**src/rtl/if_window_addr_gen.sv**
```systemverilog
// Sliding-window read-address generator for the IF scratchpad (circular row buffer).
// Optional build macro IF_DILATION_EN adds the dilation port and a dilated in-window step.
module if_window_addr_gen #(
    parameter int POINTER_SIZE         = 8,
    parameter int FILTER_SIZE_REG_SIZE = 8,
    parameter int STRIDE_SIZE          = 3,
    parameter int DILATION_SIZE        = 3
) (
    input  logic                            clk,
    input  logic                            rst,
    input  logic                            start,
    input  logic                            stop,
    input  logic [STRIDE_SIZE-1:0]          stride,
    input  logic [FILTER_SIZE_REG_SIZE-1:0] filter_size,
`ifdef IF_DILATION_EN
    input  logic [DILATION_SIZE-1:0]        dilation,
`endif
    input  logic [POINTER_SIZE-1:0]         start_row,
    input  logic [POINTER_SIZE-1:0]         end_row,
    input  logic                            next_row,
    input  logic                            addr_ready,
    output logic [POINTER_SIZE-1:0]         read_pointer,
    output logic                            addr_valid,
    output logic                            window_last,
    output logic                            row_done,
    output logic                            busy
);
    localparam int PW = POINTER_SIZE;
    localparam int FW = FILTER_SIZE_REG_SIZE;
    localparam int SW = STRIDE_SIZE;
    localparam int DW = DILATION_SIZE;
    localparam int MW = FW + DW;
    localparam int XW = PW + FW + DW;

    typedef enum logic [1:0] {IDLE, RUN, WAIT_ROW} state_t;

    state_t        state, state_n;
    logic [PW-1:0] offset, offset_n, start_q, start_n, end_q, end_n;
    logic [FW-1:0] counter, counter_n, fsize_q, fsize_n, fsize_in;
    logic [SW-1:0] stride_q, stride_n, stride_in;
    logic          row_done_q, row_done_n;
    logic [MW-1:0] span_in, span_q, elem_off;
    logic [PW-1:0] len_in, len_q, rel_q;
    logic [XW-1:0] rel_next;
    logic          last_elem;

    // Fit test is done wide so rel + span can never wrap back into range
    function automatic logic fits(input logic [XW-1:0] rel, input logic [MW-1:0] span,
                                  input logic [PW-1:0] len);
        return (rel + XW'(span)) <= XW'(len);
    endfunction

    assign fsize_in  = (filter_size == '0) ? FW'(1) : filter_size;
    assign stride_in = (stride == '0) ? SW'(1) : stride;

`ifdef IF_DILATION_EN
    logic [DW-1:0] step_q, step_n, step_in;
    assign step_in  = (dilation == '0) ? DW'(1) : dilation;
    assign span_in  = MW'(fsize_in - FW'(1)) * MW'(step_in);
    assign span_q   = MW'(fsize_q - FW'(1)) * MW'(step_q);
    assign elem_off = MW'(counter) * MW'(step_q);
`else
    assign span_in  = MW'(fsize_in - FW'(1));
    assign span_q   = MW'(fsize_q - FW'(1));
    assign elem_off = MW'(counter);
`endif

    // Differences are kept at pointer width so the circular buffer wraps naturally
    assign len_in    = end_row - start_row;
    assign len_q     = end_q - start_q;
    assign rel_q     = offset - start_q;
    assign rel_next  = XW'(rel_q) + XW'(stride_q);
    assign last_elem = (counter >= (fsize_q - FW'(1)));

    assign read_pointer = offset + PW'(elem_off);
    assign addr_valid   = (state == RUN);
    assign window_last  = (state == RUN) && last_elem;
    assign row_done     = row_done_q;
    assign busy         = (state != IDLE);

    always_comb begin
        state_n    = state;
        offset_n   = offset;
        counter_n  = counter;
        start_n    = start_q;
        end_n      = end_q;
        fsize_n    = fsize_q;
        stride_n   = stride_q;
        row_done_n = 1'b0;
`ifdef IF_DILATION_EN
        step_n     = step_q;
`endif
        case (state)
            IDLE: begin
                if (start) begin
                    fsize_n   = fsize_in;
                    stride_n  = stride_in;
`ifdef IF_DILATION_EN
                    step_n    = step_in;
`endif
                    start_n   = start_row;
                    end_n     = end_row;
                    offset_n  = start_row;
                    counter_n = '0;
                    if (fits('0, span_in, len_in)) begin
                        state_n = RUN;
                    end else begin
                        row_done_n = 1'b1;
                        state_n    = WAIT_ROW;
                    end
                end
            end
            RUN: begin
                if (addr_ready) begin
                    if (!last_elem) begin
                        counter_n = counter + FW'(1);
                    end else begin
                        counter_n = '0;
                        if (fits(rel_next, span_q, len_q)) begin
                            offset_n = offset + PW'(stride_q);
                        end else begin
                            row_done_n = 1'b1;
                            state_n    = WAIT_ROW;
                        end
                    end
                end
            end
            WAIT_ROW: begin
                if (next_row) begin
                    start_n   = start_row;
                    end_n     = end_row;
                    offset_n  = start_row;
                    counter_n = '0;
                    if (fits('0, span_q, len_in)) begin
                        state_n = RUN;
                    end else begin
                        row_done_n = 1'b1;
                    end
                end
            end
            default: state_n = IDLE;
        endcase
        if (stop) begin
            state_n    = IDLE;
            row_done_n = 1'b0;
        end
    end

    always_ff @(posedge clk or negedge rst) begin
        if (!rst) begin
            state      <= IDLE;
            offset     <= '0;
            counter    <= '0;
            start_q    <= '0;
            end_q      <= '0;
            fsize_q    <= '0;
            stride_q   <= '0;
            row_done_q <= 1'b0;
`ifdef IF_DILATION_EN
            step_q     <= '0;
`endif
        end else begin
            state      <= state_n;
            offset     <= offset_n;
            counter    <= counter_n;
            start_q    <= start_n;
            end_q      <= end_n;
            fsize_q    <= fsize_n;
            stride_q   <= stride_n;
            row_done_q <= row_done_n;
`ifdef IF_DILATION_EN
            step_q     <= step_n;
`endif
        end
    end
endmodule

```
**config.mk**
```make
export PLATFORM = sky130hd
export DESIGN_NAME = if_window_addr_gen
export DESIGN_NICKNAME = d
export VERILOG_FILES = /design/src/rtl/if_window_addr_gen.sv
export SDC_FILE = /design/constraint.sdc
export NUM_CORES = 1
export LEC_CHECK = 0
export BUFFER_PORTS_ARGS = -buffer_cell sky130_fd_sc_hd__buf_4
export CAP_MARGIN = 25
export CORE_MARGIN = 3
export CORE_UTILIZATION = 43
export CTS_BUF_LIST = sky130_fd_sc_hd__clkbuf_4 sky130_fd_sc_hd__clkbuf_8
export CTS_CLUSTER_SIZE = 24
export DETAILED_ROUTE_END_ITERATION = 12
export PLACE_DENSITY_LB_ADDON = 0.3
export REMOVE_ABC_BUFFERS = 1
export SYNTH_ARGS = -nofsm -noshare
export SYNTH_HDL_FRONTEND = slang
export SYNTH_SLANG_ARGS = --single-unit
```
**constraint.sdc**
```tcl
create_clock -name clk -period 14 [get_ports clk]
set_input_delay 2.8 -clock clk [delete_from_list [all_inputs] [get_ports clk]]
set_output_delay 2.8 -clock clk [all_outputs]
set_load 0.02 [all_outputs]
```
After elaboration in Yosys (flattened, before gate mapping):

Index checks and enable logic that the tools add are counted.

* bits in registers: 46
* logic and storage cells: 83

* equal/unequal tests: 13
* $lt $le $gt $ge: 4
* muxes and demuxes: 35
* reductions and logical operators: 12
* $add $sub $neg: 11

Operators by type and width (number)
* 8-bit 2-to-1 mux: 12
* 8-bit one-hot mux with 3 select lines: 2
* 8-bit one-hot mux with 2 select lines: 2
* 8-bit subtractor: 3
* 11-bit by 8-bit <= comparator with 1-bit output: 2
* 8-bit by 1-bit subtractor with 9-bit output, second input constant: 2
* 2-bit 2-to-1 mux: 8
* 3-bit inequality test, second input constant: 5
* 9-bit by 11-bit adder with 12-bit output: 1
* 12-bit by 8-bit <= comparator with 1-bit output: 1
* 6-bit AND reduction: 2
* 8-bit by 3-bit adder with 9-bit output: 1
* 8-bit by 1-bit adder with 8-bit output, second input constant: 1
* 8-bit by 3-bit adder with 8-bit output: 1
* 8-bit adder: 1
* 8-bit greater-or-equal comparator: 1
* 8-bit zero test: 1
* 1-bit 2-to-1 mux: 8
* 8-bit by 1-bit subtractor with 8-bit output, second input constant: 1
* 2-bit inequality test, second input constant: 3
* 2-bit one-hot mux with 3 select lines: 1
* 2-bit by 1-bit inequality test with 1-bit output, second input constant: 2
* 4-bit AND reduction: 1
* 2-bit nonzero test: 2
* 11 further kinds: 11

Depth between registers and ports, before layout:

Gate-level depths: netlist (run 1).

* depth after elaboration: 9
* gate-level depth with buffers: 23
* gate-level depth less buffers: 22

Worst setup path before layout (run 1):

OpenSTA, ideal clock, no wires.

* path kind: input -> register
* start: input end_row[0]
* end: register state[0]
* arrival: 5.208 ns
* stages on the path: 18
* data required time: 13.880 ns
* path slack: 8.672 ns
* cell sequence: inv_1 -> ha_1 -> inv_1 -> fa_1 -> nand2_1 -> nand2_1 -> a21oi_1 -> o21bai_1 -> a21oi_1 -> xor2_1 -> ha_1 -> nand2_1 -> nor3_1 -> nor3_1 -> a21oi_1 -> or2_1 -> a32oi_1 -> nor2_1

* longest elaborated chain between the ends: 6

RTL lines
* start: declaration: line 19 `input logic [POINTER_SIZE-1:0] end_row,`
* 8-bit subtractor *: line 69 `assign len_in = end_row - start_row;`
* 11-bit by 8-bit <= comparator with 1-bit output: line 50 `return (rel + XW'(span)) <= XW'(len);`
* 2-bit 2-to-1 mux: line 105 `if (fits('0, span_in, len_in)) begin`
* 2-bit 2-to-1 mux: line 95 `if (start) begin`
* 2-bit one-hot mux with 3 select lines: line 93 `case (state)`
* 2-bit 2-to-1 mux: line 143 `if (stop) begin`
* end signal: assignment: line 163 `state <= state_n;`
* end: declaration: line 37 `state_t state, state_n;`

Mark *: on every way between the ends. The rest lies on a longest branch, timed or not. The select of a mux whose other input is x is not followed.
A chain may end at the register's enable or synchronous reset.

Worst setup path after layout (run 1):

* start: register fsize_q[0]
* end: output window_last

* longest elaborated chain between the ends: 3

RTL lines
* start: declaration: line 39 `logic [FW-1:0] counter, counter_n, fsize_q, fsize_n, fsize_in;`
* start signal: assignment: line 168 `fsize_q <= fsize_n;`
* 8-bit by 1-bit subtractor with 8-bit output: line 73 `assign last_elem = (counter >= (fsize_q - FW'(1)));`
* 8-bit greater-or-equal comparator: line 73
* 1-bit logical AND: line 77 `assign window_last = (state == RUN) && last_elem;`
* end: declaration: line 24 `output logic window_last,`

No other way between the ends.

==> run summary, run 1 <==
## Outcome
* outcome: completed

## Finish
* Multi-input gate area: 0.003334 mm^2
* Area growth syn-to-layout: 12.57%
* fillers: 1037
* antenna diode count: 0
* fraction of final layout cells with drive strength greater than 1: 12.66%
* # nets final: 730
* register cell area after layout: 0.001151 mm^2

## Clock network
* number of buffers created by CTS: 5
* post-CTS setup buffers: 0
* latest clock arrival within the worst-skew pair: 0.31 ns
* Clock Sinks: 46
* clk buf depth: 2
* Root Driver: sky130_fd_sc_hd__clkbuf_8
* cts-stage hold buffer count: 0
* CTS tree: done
* cts repair resizes: 0
* H-tree depth: 2
* clock transition at the registers of the reported paths: 0.09 ns

## Global route
* pin count of the biggest net entering global routing: 47
* global route hottest layer: met2
* GRT met2 Usage: 34.94%
* number of global-route vias before repair: 4226
* antenna violations before repair: 0
* overflow left after global routing: 0
* met3 usage: 3.111%
* wire length of the first global-routing pass: 20.82 mm
* global-route track usage on met1: 27.13%
* All-Layer GR Usage: 20.54%

## Worst setup path
* critical path, cell by cell: inv_1 -> ha_1 -> nand2_1 -> xnor2_1 -> inv_1 -> ha_1 -> a21o_1 -> a2111oi_0 -> o21ai_1 -> nand2_1 -> nor2_1 -> buf_4
* WP buf/inv: 3
* largest fanout of any net on the critical path: 5
* class of the most critical setup path: register to output pin
* Top delay family on crit path: compound AO/OA/AOI/OAI gates
* arrival time of data at the critical path endpoint: 3.07 ns
* crit path max-delay cell type: sky130_fd_sc_hd__dfrtp_1
* WP data required: 11.20 ns
* launching element type of the critical path: register
* critical path's largest stage delay: 0.44 ns
* category of the worst setup path capture point: output pin

## Die
* placement row count: 37
* width of the die: 111.3 um
* Starting Density: 45.16%
* overall die height: 111.3 um
* # IOs: 45
* area inside the core boundary: 0.01056 mm^2
* Die Outline Area: 0.01239 mm^2

## Timing
* unrepaired setup endpoints after global routing: no
* Max Freq: 170.2 MHz
* post-route fraction of the period consumed by the critical path: 41.96%
* final setup skew: 0.01573 ns
* setup TNS after final layout: 0 ns
* number of slew-limit violations in the final report: 0
* number of hold violations in the final report: 0
* remaining max-slew budget at the tightest pin: 59.33%
* Final Critical Period: 5.875 ns
* final count of negative-setup-slack endpoints: 0
* fin worst setup slack: 8.125 ns
* transition time at the pin with the least slew margin: 0.6101 ns

## Yosys
* Top FF cell, synth: sky130_fd_sc_hd__dfrtp_1
* number of synthesized flops with an enable pin: 0
* Post-Synthesis Cells: 562
* post-synthesis area per instance: 8.482 um^2
* synthesis warning total: 0
* post-synthesis instance area: 0.004767 mm^2
* post-synthesis sequential element count: 46
* share of the yosys chip area belonging to registers: 24.15%
* number of distinct library cells after synthesis: 60
* proportion of register bits with asynchronous set or reset after synthesis: 100.0%

## Placed design
* final weighted congestion in routability-driven placement: 0.9282
* worst slack, placed: 8.173 ns
* Port-buffer cells: 44
* sum of net half-perimeters after detailed placement: 10.37 mm

## Routing
* DRC: 0
* DR vias/cell: 5.590
* DRT Pass-1 Iters: 4
* total vias in the final route: 4159
* first-iteration detailed-routing DRC count: 243
* wire length reported by the detailed router: 12.44 mm
* routed len/inst: 16.72 um
* remaining number of nets flagged by the antenna check after routing: 0

## Min path
* path category of the worst min-delay check: register to register

## Run
* maximum capacitance violations: 0

[sequential cells by signal (all words and copies together), names as in the netlist]
name / flops
end_q: 8
row_done: 1
state: 2
fsize_q: 8
offset: 8
stride_q: 3
counter: 8
start_q: 8
[stage by stage]
step	util (%)	instances	hold WS, ns	instance area (um^2)
final	50.84	744	0.4880	5366
after global routing	50.84	744	0.5195	5366
after CTS	50.84	744	0.4917	5366
after detailed placement	49.76	736	0.4693	5253
after global placement	49.76	736	0.4648	5253
after floorplan	-	553	0.4497	4726
[worst reg2reg max path: stages (launching register included)]
cell and delay [ns]:
sky130_fd_sc_hd__dfrtp_1 0.47, sky130_fd_sc_hd__inv_1 0.19, sky130_fd_sc_hd__fa_1 0.57, sky130_fd_sc_hd__inv_1 0.05, sky130_fd_sc_hd__fa_1 0.44, sky130_fd_sc_hd__ha_1 0.24
sky130_fd_sc_hd__fa_1 0.44, sky130_fd_sc_hd__a211oi_1 0.38, sky130_fd_sc_hd__o21bai_1 0.12, sky130_fd_sc_hd__a21oi_1 0.18, sky130_fd_sc_hd__xnor2_1 0.14, sky130_fd_sc_hd__ha_1 0.28
sky130_fd_sc_hd__a21oi_1 0.15, sky130_fd_sc_hd__o21ai_0 0.13, sky130_fd_sc_hd__o22a_1 0.24, sky130_fd_sc_hd__o311ai_1 0.51, sky130_fd_sc_hd__nor2_1 0.09, sky130_fd_sc_hd__o31a_1 0.28
[cell usage after synthesis (all sizes together), types with 6 or more instances]
cell type / count / area share (%)
o211ai: 6 / 0.94
xor2: 18 / 3.3
ha: 81 / 21
fa: 9 / 3.8
nor2: 29 / 2.3
a21o: 8 / 1.3
mux2: 7 / 1.7
o21ai: 41 / 4.4
inv: 65 / 5.1
xnor2: 26 / 4.8
nand2b: 13 / 1.7
clkbuf: 8 / 0.63
nor2b: 9 / 1.2
a21oi: 38 / 4.1
nor3: 12 / 1.3
dfrtp: 46 / 24
nand2: 61 / 4.8
nand3: 14 / 1.5
[layout make-up]
| cell class | instances | area share [%] |
|---|---|---|
| Multi-Input combinational cell | 442 | 62.14 |
| Sequential cell | 46 | 21.45 |
| Timing Repair Buffer | 47 | 6.575 |
| Inverter | 65 | 4.547 |
| Tap cell | 136 | 3.171 |
| Clock buffer | 6 | 1.422 |
| Clock inverter | 2 | 0.6995 |
[logic make-up (layout without fill, tap and decap cells)]
logic type / Yosys count / in the layout / share of synthesized area [%]
flip-flops: 46 / 46 / 24.15
XOR/XNOR: 44 / 44 / 8.084
AO/OA/AOI/OAI: 133 / 133 / 17.48
AND/OR/NAND/NOR: 167 / 167 / 17.32
adder cells (fa/ha/maj): 90 / 90 / 25.04
buffers and inverters: 74 / 120 / 5.984
multiplexers: 8 / 8 / 1.942
[worst paths after layout]
kind                                 start     endpoint  slack [ns]  cells after the start
worst max-delay path            fsize_q[0]  window_last        8.13                     12
worst min-delay path              end_q[2]     end_q[2]        0.49                      2
worst max register to register   offset[1]     state[1]        8.99                     17
worst min register to register    end_q[2]     end_q[2]        0.49                      2
max in group asynchronous              rst   start_q[6]       11.08                      1
min in group asynchronous              rst    offset[1]        2.49                      1
[placed cells by master, fill, tap and decap left out, types with 2 or more instances in the layout]
cell                       netlist  layout
sky130_fd_sc_hd__ha_1           81      81
sky130_fd_sc_hd__inv_1          62      62
sky130_fd_sc_hd__nand2_1        61      61
sky130_fd_sc_hd__buf_4           0      47
sky130_fd_sc_hd__dfrtp_1        46      46
sky130_fd_sc_hd__a21oi_1        37      36
sky130_fd_sc_hd__nor2_1         29      29
sky130_fd_sc_hd__xnor2_1        26      26
sky130_fd_sc_hd__o21ai_0        25      25
sky130_fd_sc_hd__xor2_1         18      18
sky130_fd_sc_hd__o21ai_1        15      15
sky130_fd_sc_hd__nand3_1        14      14
sky130_fd_sc_hd__nand2b_1       13      13
sky130_fd_sc_hd__nor3_1         12      12
sky130_fd_sc_hd__nor2b_1         9       9
sky130_fd_sc_hd__fa_1            9       9
sky130_fd_sc_hd__a21o_1          8       8
sky130_fd_sc_hd__mux2_2          7       7
sky130_fd_sc_hd__o211ai_1        6       6
sky130_fd_sc_hd__nand4_1         5       5
sky130_fd_sc_hd__a31oi_1         5       5
sky130_fd_sc_hd__and3_1          5       5
sky130_fd_sc_hd__clkbuf_8        0       5
sky130_fd_sc_hd__or3_1           4       4
sky130_fd_sc_hd__or2_2           4       4
sky130_fd_sc_hd__a211oi_1        4       4
sky130_fd_sc_hd__o21bai_1        4       4
sky130_fd_sc_hd__o21a_1          4       4
sky130_fd_sc_hd__o22a_1          4       4
sky130_fd_sc_hd__inv_2           3       3
sky130_fd_sc_hd__o31ai_1         2       2
sky130_fd_sc_hd__a21oi_2         1       2
sky130_fd_sc_hd__nor4b_1         2       2
sky130_fd_sc_hd__a311oi_1        2       2
[layer usage]
layer	up-vias	wire, um	part of all wire (%)
li1	2046	-	-
met4	0	254	2.0
met1	1990	5525	44
met2	105	6010	48
met3	18	646	5.2
met5	-	0	0
Power of run 1 is left out: the tool's default activity adds up to more than one toggle a clock period on the data nets, which glitch-free logic cannot reach.
==> inputs of run 2 (changes only) <==
Clock period 14 ns to 5.4 ns, I/O delays scaled along.
==> run summary, run 2 (same netlist as run 1, synthesis figures left out) <==
## Routing
* DRC: 0
* first-iteration detailed-routing DRC count: 218
* top sig layer: met4
* DRT Pass-1 Iters: 5
* WL met2: 5.941 mm
* total vias in the final route: 4196
* wire length reported by the detailed router: 12.19 mm
* routed len/inst: 16.36 um
* DR vias/cell: 5.632
* Detail Route met3 WL: 404 um
* detailed-routing wirelength on met1: 5.636 mm
* remaining number of nets flagged by the antenna check after routing: 0

## Timing
* final setup skew: 0.01425 ns
* final count of negative-setup-slack endpoints: 0
* Final Critical Period: 4.845 ns
* unrepaired setup endpoints after global routing: no
* transition time at the pin with the least slew margin: 0.6461 ns
* remaining max-slew budget at the tightest pin: 56.82%
* number of hold violations in the final report: 0
* post-route fraction of the period consumed by the critical path: 89.72%
* number of slew-limit violations in the final report: 0
* setup TNS after final layout: 0 ns
* Max Freq: 206.4 MHz

## Clock network
* clock transition at the registers of the reported paths: 0.10 ns
* post-CTS setup buffers: 0
* Clock Sinks: 46
* number of buffers created by CTS: 5
* clk buf depth: 2
* CTS tree: done
* cts repair resizes: 0
* H-tree depth: 2
* Root Driver: sky130_fd_sc_hd__clkbuf_8
* cts-stage hold buffer count: 0
* latest clock arrival within the worst-skew pair: 0.30 ns

## Worst setup path
* largest fanout of any net on the critical path: 14
* arrival time of data at the critical path endpoint: 5.05 ns
* launching element type of the critical path: register
* class of the most critical setup path: register to register
* category of the worst setup path capture point: register
* WP data required: 5.60 ns

## Finish
* most frequent standard cell in the layout excluding fill and tap cells: sky130_fd_sc_hd__ha_1
* Util after Layout: 50.73%
* Area growth syn-to-layout: 12.34%
* fillers: 1010
* most used cells in the layout excluding fill and tap cells: 81 x sky130_fd_sc_hd__ha_1, 62 x sky130_fd_sc_hd__inv_1, 61 x sky130_fd_sc_hd__nand2_1
* # nets final: 731
* antenna diode count: 0
* fraction of final layout cells with drive strength greater than 1: 12.81%

## Global route
* All-Layer GR Usage: 19.69%
* wire length of the first global-routing pass: 19.87 mm
* pin count of the biggest net entering global routing: 47
* overflow left after global routing: 0
* number of global-route vias before repair: 4017
* antenna violations before repair: 0

## Die
* width of the die: 111.3 um
* placement row count: 37
* Starting Density: 45.16%
* overall die height: 111.3 um
* area inside the core boundary: 0.01056 mm^2
* # IOs: 45
* Die Outline Area: 0.01239 mm^2

## Placed design
* sum of net half-perimeters after detailed placement: 10.02 mm
* Port-buffer cells: 44
* final weighted congestion in routability-driven placement: 0.8896

## Min path
* path category of the worst min-delay check: register to register

## Outcome
* outcome: completed

## Run
* maximum capacitance violations: 0

## run 2: cell types whose count changed in the layout (fill, tap and decap cells not counted), sizes merged
cell / before / now
clkbuf: 6 / 7
clkinvlp: 1 / 0
clkinv: 0 / 1
buf: 47 / 48
bufinv: 1 / 0
## run 2: routing by layer
layer | global-route usage (%) | vias up
li1 | - | 2051
met1 | 26.49 | 2036
met2 | 33.66 | 93
met3 | 2.183 | 16
met4 | 5.109 | 0
met5 | 0 | -
## run 2: worst paths after layout
| check | startpoint | to | slack [ns] | cells after the start |
|---|---|---|---|---|
| min reg2reg | end_q[5] | end_q[5] | 0.50 | 2 |
| min in group asynchronous | rst | stride_q[0] | 0.78 | 1 |
| max reg2reg | offset[0] | offset[4] | 0.55 | 19 |
| max in group asynchronous | rst | end_q[3] | 4.20 | 1 |
| max | offset[0] | offset[4] | 0.55 | 19 |
| min | end_q[5] | end_q[5] | 0.50 | 2 |
## run 2: final cells by class
| cell class | instances | area [um^2] | area share, % |
|---|---|---|---|
| Clock buffer | 7 | 90.09 | 1.682 |
| Clock inverter | 1 | 5.005 | 0.09346 |
| Inverter | 65 | 244.0 | 4.556 |
| Multi-Input combinational cell | 442 | 3334 | 62.27 |
| Sequential cell | 46 | 1151 | 21.50 |
| Tap cell | 136 | 170.2 | 3.178 |
| Timing Repair Buffer | 48 | 360.3 | 6.729 |
## run 2: critical path: stages, from the launching register on
cell and delay (ns):
sky130_fd_sc_hd__dfrtp_1 0.42, sky130_fd_sc_hd__inv_1 0.09, sky130_fd_sc_hd__ha_1 0.21, sky130_fd_sc_hd__fa_1 0.48, sky130_fd_sc_hd__inv_1 0.05, sky130_fd_sc_hd__fa_1 0.44
sky130_fd_sc_hd__ha_1 0.24, sky130_fd_sc_hd__fa_1 0.43, sky130_fd_sc_hd__a211oi_1 0.34, sky130_fd_sc_hd__o21bai_1 0.12, sky130_fd_sc_hd__a21oi_1 0.18, sky130_fd_sc_hd__xnor2_1 0.08
sky130_fd_sc_hd__ha_1 0.33, sky130_fd_sc_hd__a21oi_1 0.15, sky130_fd_sc_hd__o21ai_0 0.10, sky130_fd_sc_hd__o22a_1 0.22, sky130_fd_sc_hd__nor4_2 0.24, sky130_fd_sc_hd__buf_4 0.24
sky130_fd_sc_hd__a311oi_1 0.11, sky130_fd_sc_hd__a311oi_1 0.27
## run 2: metrics by stage
step / hold slack (ns) / instance area [um^2] / instances / setup slack [ns]
2_1_floorplan: 0.4497 / 4726 / 553 / 0.5724
3_3_place_gp: 0.4699 / 5260 / 737 / 0.7448
3_5_place_dp: 0.4797 / 5260 / 737 / 0.6714
4_1_cts: 0.5000 / 5355 / 745 / 0.5948
5_1_grt: 0.5102 / 5355 / 745 / 0.1941
6_report: 0.4963 / 5355 / 745 / 0.5549
Power of run 2 is left out for the same reason.
==> inputs of run 3 (changes only) <==
Settings changed: CTS_CLUSTER_SIZE 24 to unset, RECOVER_POWER set to 25.
==> run summary, run 3 (same netlist as run 1, synthesis figures left out) <==
## Die
* overall die height: 111.3 um
* Starting Density: 45.16%
* Die Outline Area: 0.01239 mm^2
* placement row count: 37
* # IOs: 45
* area inside the core boundary: 0.01056 mm^2
* width of the die: 111.3 um

## Timing
* setup TNS after final layout: 0 ns
* number of slew-limit violations in the final report: 47
* final count of negative-setup-slack endpoints: 0
* Max Freq: 206.5 MHz
* final setup skew: 0.01640 ns
* number of hold violations in the final report: 0
* transition time at the pin with the least slew margin: 2.585 ns
* unrepaired setup endpoints after global routing: no
* Final Critical Period: 4.842 ns
* post-route fraction of the period consumed by the critical path: 89.66%
* remaining max-slew budget at the tightest pin: -72.34%

## Outcome
* outcome: finished, violations left
* failing checks: capacitance limit, slew limit

## Worst setup path
* category of the worst setup path capture point: register
* largest fanout of any net on the critical path: 14
* launching element type of the critical path: register
* WP data required: 5.60 ns
* class of the most critical setup path: register to register
* arrival time of data at the critical path endpoint: 5.05 ns

## Run
* maximum capacitance violations: 1

## Routing
* total vias in the final route: 4162
* first-iteration detailed-routing DRC count: 218
* routed len/inst: 16.21 um
* wire length reported by the detailed router: 12.08 mm
* DR vias/cell: 5.587
* DRC: 0
* remaining number of nets flagged by the antenna check after routing: 0
* DRT Pass-1 Iters: 4

## Placed design
* Port-buffer cells: 44
* final weighted congestion in routability-driven placement: 0.8896
* sum of net half-perimeters after detailed placement: 10.02 mm

## Clock network
* cts-stage hold buffer count: 0
* number of buffers created by CTS: 5
* latest clock arrival within the worst-skew pair: 0.31 ns
* clock transition at the registers of the reported paths: 0.10 ns
* Clock Sinks: 46
* post-CTS setup buffers: 0
* H-tree depth: 2
* CTS tree: done
* clk buf depth: 2
* cts repair resizes: 0
* Root Driver: sky130_fd_sc_hd__clkbuf_8

## Global route
* wire length of the first global-routing pass: 19.87 mm
* pin count of the biggest net entering global routing: 47
* number of global-route vias before repair: 4017
* antenna violations before repair: 0
* overflow left after global routing: 0
* All-Layer GR Usage: 19.69%

## Finish
* Area growth syn-to-layout: 12.26%
* # nets final: 731
* most frequent standard cell in the layout excluding fill and tap cells: sky130_fd_sc_hd__ha_1
* antenna diode count: 0
* most used cells in the layout excluding fill and tap cells: 81 x sky130_fd_sc_hd__ha_1, 62 x sky130_fd_sc_hd__inv_1, 61 x sky130_fd_sc_hd__nand2_1
* fraction of final layout cells with drive strength greater than 1: 12.64%

## Min path
* path category of the worst min-delay check: register to register

## run 3: cell types whose count changed in the layout (fill, tap and decap cells not counted), sizes merged
cell,delta
clkbuf,+1
buf,-1
## run 3: final timing paths
kind | start | to | slack [ns] | cells past startpoint
min | end_q[5] | end_q[5] | 0.50 | 2
min reg2reg | end_q[5] | end_q[5] | 0.50 | 2
max reg2reg | offset[0] | offset[4] | 0.56 | 19
min in group asynchronous | rst | stride_q[0] | 1.56 | 1
max | offset[0] | offset[4] | 0.56 | 19
max in group asynchronous | rst | end_q[2] | 2.36 | 1
## run 3: critical path: stages, from the launching register on
cell,delay [ns]
sky130_fd_sc_hd__dfrtp_1,0.42
sky130_fd_sc_hd__inv_1,0.09
sky130_fd_sc_hd__ha_1,0.21
sky130_fd_sc_hd__fa_1,0.48
sky130_fd_sc_hd__inv_1,0.05
sky130_fd_sc_hd__fa_1,0.44
sky130_fd_sc_hd__ha_1,0.24
sky130_fd_sc_hd__fa_1,0.43
sky130_fd_sc_hd__a211oi_1,0.34
sky130_fd_sc_hd__o21bai_1,0.12
sky130_fd_sc_hd__a21oi_1,0.18
sky130_fd_sc_hd__xnor2_1,0.08
sky130_fd_sc_hd__ha_1,0.33
sky130_fd_sc_hd__a21oi_1,0.14
sky130_fd_sc_hd__o21ai_0,0.10
sky130_fd_sc_hd__o22a_1,0.22
sky130_fd_sc_hd__nor4_2,0.24
sky130_fd_sc_hd__buf_4,0.24
sky130_fd_sc_hd__a311oi_1,0.11
sky130_fd_sc_hd__a311oi_1,0.27
## run 3: final cells by class
cell class                 count  area [um^2]
fill                        1010         5204
tap                          136        170.2
timing repair buffer          48        356.6
sequential                    46         1151
clock inverter                 1        5.005
multi-input combinational    442         3334
clock buffer                   7        90.09
inverter                      65        244.0
## run 3: per-stage QoR
step	instances	area [um^2]	setup slack, ns	util (%)	hold slack, ns
2_1_floorplan	553	4726	0.5724	-	0.4497
3_3_place_gp	737	5260	0.7448	49.83	0.4699
3_5_place_dp	737	5260	0.6714	49.83	0.4797
4_1_cts	745	5355	0.5948	50.73	0.5000
5_1_grt	745	5351	0.1941	50.70	0.5102
6_report	745	5351	0.5585	50.70	0.4977
## run 3: layer usage
metal  vias to the layer above  track usage [%]  share of wire (%)
li1                       2049                -                  -
met1                      2007            26.49                 46
met2                        90            33.66                 49
met3                        16            2.183                3.5
met4                         0            5.109                1.7
met5                         -                0                  0
Power of run 3 is left out for the same reason.
